## config.mk

```make
export PLATFORM = sky130hd
export DESIGN_NAME = stack_store_monitor
export DESIGN_NICKNAME = d
export VERILOG_FILES = /design/src/rtl/stack_store_monitor.sv
export SDC_FILE = /design/constraint.sdc
export NUM_CORES = 1
export LEC_CHECK = 0
export ABC_AREA = 1
export BUFFER_PORTS_ARGS = -buffer_cell sky130_fd_sc_hd__buf_2
export CORE_MARGIN = 5
export CORE_UTILIZATION = 30
export CTS_BUF_LIST = sky130_fd_sc_hd__clkbuf_8
export CTS_CLUSTER_SIZE = 20
export DETAILED_ROUTE_END_ITERATION = 10
export GPL_ROUTABILITY_DRIVEN = 0
export GPL_TIMING_DRIVEN = 0
export PLACE_DENSITY = 0.43
export SETUP_SLACK_MARGIN = 0.02
export SKIP_CTS_REPAIR_TIMING = 1
export SYNTH_ARGS = -nofsm -noshare
export SYNTH_HDL_FRONTEND = slang
export SYNTH_SLANG_ARGS = --single-unit
```

## constraint.sdc

```tcl
create_clock -name clk_i -period 9.9 [get_ports clk_i]
set_input_delay 0.99 -clock clk_i [delete_from_list [all_inputs] [get_ports clk_i]]
set_output_delay 0.99 -clock clk_i [all_outputs]
set_load 0.1 [all_outputs]
```

## src/rtl/stack_store_monitor.sv

```systemverilog
// +--------------------------------------------------------------------------+
// | stack_store_monitor: flags non-frame stores that overwrite recently      |
// | frame-stored (sp/fp-relative) windows in a protected region.             |
// | Revision: 1.0                                                            |
// +--------------------------------------------------------------------------+
`default_nettype none

module stack_store_monitor #(
    parameter int         DEPTH      = 6,
    parameter int         AW         = 32,
    parameter int         WIN_LOG2   = 2,
    parameter logic [3:0] REGION_TAG = 4'h8,
    parameter int         CNT_W      = 8,
    localparam int        OCC_W      = $clog2(DEPTH + 1)
) (
    input  logic             clk_i,
    input  logic             rst_i,
    input  logic             en_i,
    input  logic             st_valid_i,
    input  logic [AW-1:0]    st_addr_i,
    input  logic [1:0]       st_size_i,
    input  logic             st_frame_i,
    input  logic             flush_i,
    input  logic             alert_clr_i,
    output logic             alert_o,
    output logic [AW-1:0]    alert_addr_o,
    output logic             alert_sticky_o,
    output logic [CNT_W-1:0] viol_cnt_o,
    output logic [OCC_W-1:0] occupancy_o
);

    localparam int               PTR_W    = $clog2(DEPTH);
    localparam logic [AW-1:0]    WIN_MASK = ~((AW'(1) << WIN_LOG2) - AW'(1));
    localparam logic [PTR_W-1:0] PTR_LAST = PTR_W'(DEPTH - 1);
    localparam logic [OCC_W-1:0] OCC_FULL = OCC_W'(DEPTH);

    // Windows are kept as masked byte addresses; the constant low bits prune away.
    logic [DEPTH-1:0] valid;
    logic [AW-1:0]    win_tbl [DEPTH];
    logic [PTR_W-1:0] wr_ptr;
    logic [OCC_W-1:0] count;

    logic          accepted;
    logic          frame_wr;
    logic          viol;
    logic          hit_s;
    logic          hit_e;
    logic [AW-1:0] span;
    logic [AW-1:0] end_addr;
    logic [AW-1:0] win_s;
    logic [AW-1:0] win_e;

    always_comb begin
        accepted = st_valid_i & en_i & ~flush_i & (st_addr_i[AW-1:AW-4] == REGION_TAG);
        case (st_size_i)
            2'd0:    span = AW'(0);
            2'd1:    span = AW'(1);
            default: span = AW'(3);
        endcase
        end_addr = st_addr_i + span;
        win_s    = st_addr_i & WIN_MASK;
        win_e    = end_addr & WIN_MASK;
        hit_s    = 1'b0;
        hit_e    = 1'b0;
        for (int i = 0; i < DEPTH; i++) begin
            if (valid[i] && (win_tbl[i] == win_s)) hit_s = 1'b1;
            if (valid[i] && (win_tbl[i] == win_e)) hit_e = 1'b1;
        end
        frame_wr = accepted & st_frame_i & ~hit_s;
        viol     = accepted & ~st_frame_i & (hit_s | hit_e);
    end

    always_ff @(posedge clk_i or posedge rst_i) begin
        if (rst_i) begin
            valid  <= '0;
            wr_ptr <= '0;
            count  <= '0;
            for (int i = 0; i < DEPTH; i++) win_tbl[i] <= '0;
        end else if (flush_i) begin
            valid  <= '0;
            wr_ptr <= '0;
            count  <= '0;
        end else if (frame_wr) begin
            for (int i = 0; i < DEPTH; i++) begin
                if (wr_ptr == PTR_W'(i)) begin
                    win_tbl[i] <= win_s;
                    valid[i]   <= 1'b1;
                end
            end
            wr_ptr <= (wr_ptr == PTR_LAST) ? '0 : wr_ptr + PTR_W'(1);
            count  <= (count == OCC_FULL) ? count : count + OCC_W'(1);
        end
    end

    always_ff @(posedge clk_i or posedge rst_i) begin
        if (rst_i) begin
            alert_o        <= 1'b0;
            alert_addr_o   <= '0;
            alert_sticky_o <= 1'b0;
            viol_cnt_o     <= '0;
        end else begin
            alert_o <= viol;
            if (viol) alert_addr_o <= st_addr_i;
            // A new violation takes priority over a coincident clear.
            if (viol)             alert_sticky_o <= 1'b1;
            else if (alert_clr_i) alert_sticky_o <= 1'b0;
            if (viol && !(&viol_cnt_o)) viol_cnt_o <= viol_cnt_o + CNT_W'(1);
        end
    end

    assign occupancy_o = count;

endmodule

`default_nettype wire

```

==> results.tsv <==
metric	value	unit
grt_pass1_vias	15590	
viasPerCell	5.346	
ys_seq_area_frac	0.3821	
final_cell_mix	nand2_1 (761), inv_1 (273), dfrtp_1 (234)	
row_count	82	
insertion_delay	640	ps
timing.final.crit_period	5082	ps
period_share	0.5134	
cp_max_fo	10	
clockBufferDepth	3	
drt_iter0_markers	2277	
netlist.area_leader.share	0.3821	
antenna_left	0	
syn2layout_area_growth	13.69	%
nets	2411	
crit_type	input port to flop	
synth_cell_types	42	
io-pin-count	86	
reg2reg_depth	11	
vias	16400	
synth_area_leader_cell	dfrtp_1	
synthMuxAreaShare	0	
grtUsageTotal	0.2821	
cts_inserted_buffers	45	
htree_levels	2	
arrival	5520	ps
clk_pin_slew	60	ps
ys_ff_latch	234	
drive_above_1_share	0.1052	
nFillCells	5535	
cellPowerDensity	129.3	nW/µm²
regArea	5856	µm²
switching_share	0.3084	
start_util	0.3042	
combPwrFrac	0.139	
antenna_found_initial	2	
cp_slowest_cell	clkbuf_1	
clock-sinks	234	
synth.avg_cell_area	6.805	µm²
root_buffer	clkbuf_8	
seqPwrFrac	0.436	
synthCells	2252	
final.setup_skew	29.58	ps
slew_viol_final	0	
status	finished, final reports clean	
startpoint_type	input port	
synth-xor-area-share	0.06058	
tightest_slew	1227	ps
cpPeakStageDelay	970	ps
grt_pass1_wl	114600	µm
grt_max_degree	96	
synth_top_family_by_area	simple AND/OR/NAND/NOR gates	
leakage	8.520	nW
grt_overflow_total	0	
drc	0	
rsz0062_at_grt	false	
end_kind	flop	
fp.dieW	236.0	µm
synth-compound-area-share	0.1019	
multi_input_area	7963	µm²
finalHoldViolCount	0	
dp_cells	2990	
postSynthNetCount	2298	
p_int	1.558	mW
dr.pass1.iters	6	
io_buffers	64	
p_switching	694.7	µW
setup_viol	0	
syn_area	15330	µm²
clockPowerShare	0.425	
synth_adder_area_share	0.004082	
crit_top_cell	nand2_1	
synth_area_leaders	dfrtp_1 (38%), nand2_1 (19%), inv_1 (6.3%)	
coreArea	50380	µm²
hpwl	63210	µm
antenna_cells	0	
drt_wl_total	81090	µm
yosys.area_share.simple	0.3530	
wl_per_cell	26.44	µm
drv_cap	0	
yosysWarnings	0	
crit_path_cell_trace	buf_2, clkinv_1, nand2_1, nand2_1, nor4_1, nand4_1, nor2_1, nor2_1, nand2_1, nor3_1, nand3_1, clkbuf_1, o21ai_0	
worstHoldPathType	input port to async pin	
max_freq	196.8	MHz
tritoncts	yes	
fin_cells	3067	
relSlewSlack	0.1820	
cp.required	10340	ps
setup_tns	0	ps
ir_drop	0.06921	mV
die_h	236.0	µm
die_area	55710	µm²
layout_commonest_cell	nand2_1	
==> logic make-up after synthesis <==
family                     count (synthesis)
adders and majority gates                  5
DFF                                      234
xor gates and xnor gates                 106
and+or+nand+nor                         1254
AOI/OAI and AO/OA                        289
buffers and inverters                    364
==> Yosys cell counts <==
| library cell | instances |
|---|---|
| xor2_1 | 45 |
| o22ai_1 | 20 |
| a211oi_1 | 2 |
| or2_0 | 1 |
| nand3b_1 | 21 |
| nor3_1 | 7 |
| clkinv_2 | 1 |
| clkbuf_1 | 32 |
| nand4_4 | 1 |
| ha_1 | 5 |
| o221ai_1 | 5 |
| buf_1 | 1 |
| inv_2 | 11 |
| nand3_1 | 150 |
| buf_2 | 39 |
| o21ai_2 | 1 |
| o2111ai_1 | 13 |
| xnor2_1 | 61 |
| nand4_2 | 1 |
| buf_6 | 4 |
| nand3_2 | 9 |
| nor2_1 | 189 |
| a21oi_1 | 17 |
| nor4_1 | 19 |
| nor2_2 | 8 |
| clkinv_1 | 2 |
| nand2_2 | 20 |
| or2_2 | 3 |
| clkbuf_2 | 1 |
| buf_4 | 16 |
| o211ai_1 | 4 |
| a21oi_2 | 1 |
| o21ai_0 | 190 |
| inv_1 | 257 |
| or2_1 | 1 |
| nand2_1 | 761 |
| nand2b_1 | 1 |
| nor2_4 | 7 |
| dfrtp_1 | 234 |
| nand4_1 | 53 |
| o21ai_1 | 36 |
| nand3_4 | 2 |
==> cell type report <==
cell class / count / share of cell area
buffer: 93 / 0.02808
clock buffer: 53 / 0.04186
clock inverter: 24 / 0.008330
inverter: 271 / 0.05888
multi-input combinational: 1654 / 0.4570
sequential: 234 / 0.3361
tap: 672 / 0.04826
timing repair buffer: 66 / 0.02154
==> worst max-delay path: cells and delay by family <==
| family | cells | cell delay, ps |
|---|---|---|
| AND/OR/NAND/NOR | 9 | 2690 |
| buffers and inverters | 3 | 1640 |
| AO/OA/AOI/OAI | 1 | 180 |
==> power groups by stage <==
| stage | combinational [mW] | clock (mW) | sequential (mW) |
|---|---|---|---|
| global route | 0.335 | 1.02 | 0.982 |
| detailed placement | 0.304 | 0 | 0.997 |
| CTS | 0.305 | 0.985 | 0.981 |
| global placement | 0.302 | 0 | 0.998 |
| finish | 0.314 | 0.957 | 0.982 |
| floorplan | 0.184 | 0 | 0.992 |
==> sequential cells by signal (all words and copies together), names as in the netlist <==
name            count
alert_addr_o       32
alert_o             1
alert_sticky_o      1
occupancy_o         3
valid               6
viol_cnt_o          8
win_tbl           180
wr_ptr              3
==> layer usage <==
metal | track usage | routed length (µm)
met1 | 0.3853 | 34010
met3 | 0.06997 | 8211
met5 | 0 | 15
met2 | 0.4138 | 33630
met4 | 0.1451 | 5214
==> stage by stage <==
step                      setup WS (ps)  hold slack (ps)  instance area (µm²)  total power, mW    util
after global routing               4873            395.6                17420            2.340  0.3459
after detailed placement           4641            462.8                16550            1.301  0.3285
final                              4818            380.2                17420            2.253  0.3459
after floorplan                    2492            453.0                15330            1.176       -
after global placement           -683.4            450.5                16490            1.300  0.3273
after CTS                          5299            350.6                17420            2.271  0.3459
==> final timing paths <==
kind / from / slack (ps) / to
hold reg to reg: alert_addr_o[31]$_DFFE_PP0P_ / 470 / alert_addr_o[31]$_DFFE_PP0P_
hold / removal: rst_i / 380 / win_tbl[142]$_DFFE_PP0P_
setup / recovery: st_addr_i[11] / 4820 / win_tbl[116]$_DFFE_PP0P_
max in group asynchronous: rst_i / 8680 / win_tbl[113]$_DFFE_PP0P_
min in group clk_i: alert_addr_o[31]$_DFFE_PP0P_ / 470 / alert_addr_o[31]$_DFFE_PP0P_
setup reg to reg: win_tbl[78]$_DFFE_PP0P_ / 5540 / win_tbl[116]$_DFFE_PP0P_
No activity file was read; power rests on OpenSTA's default activity.
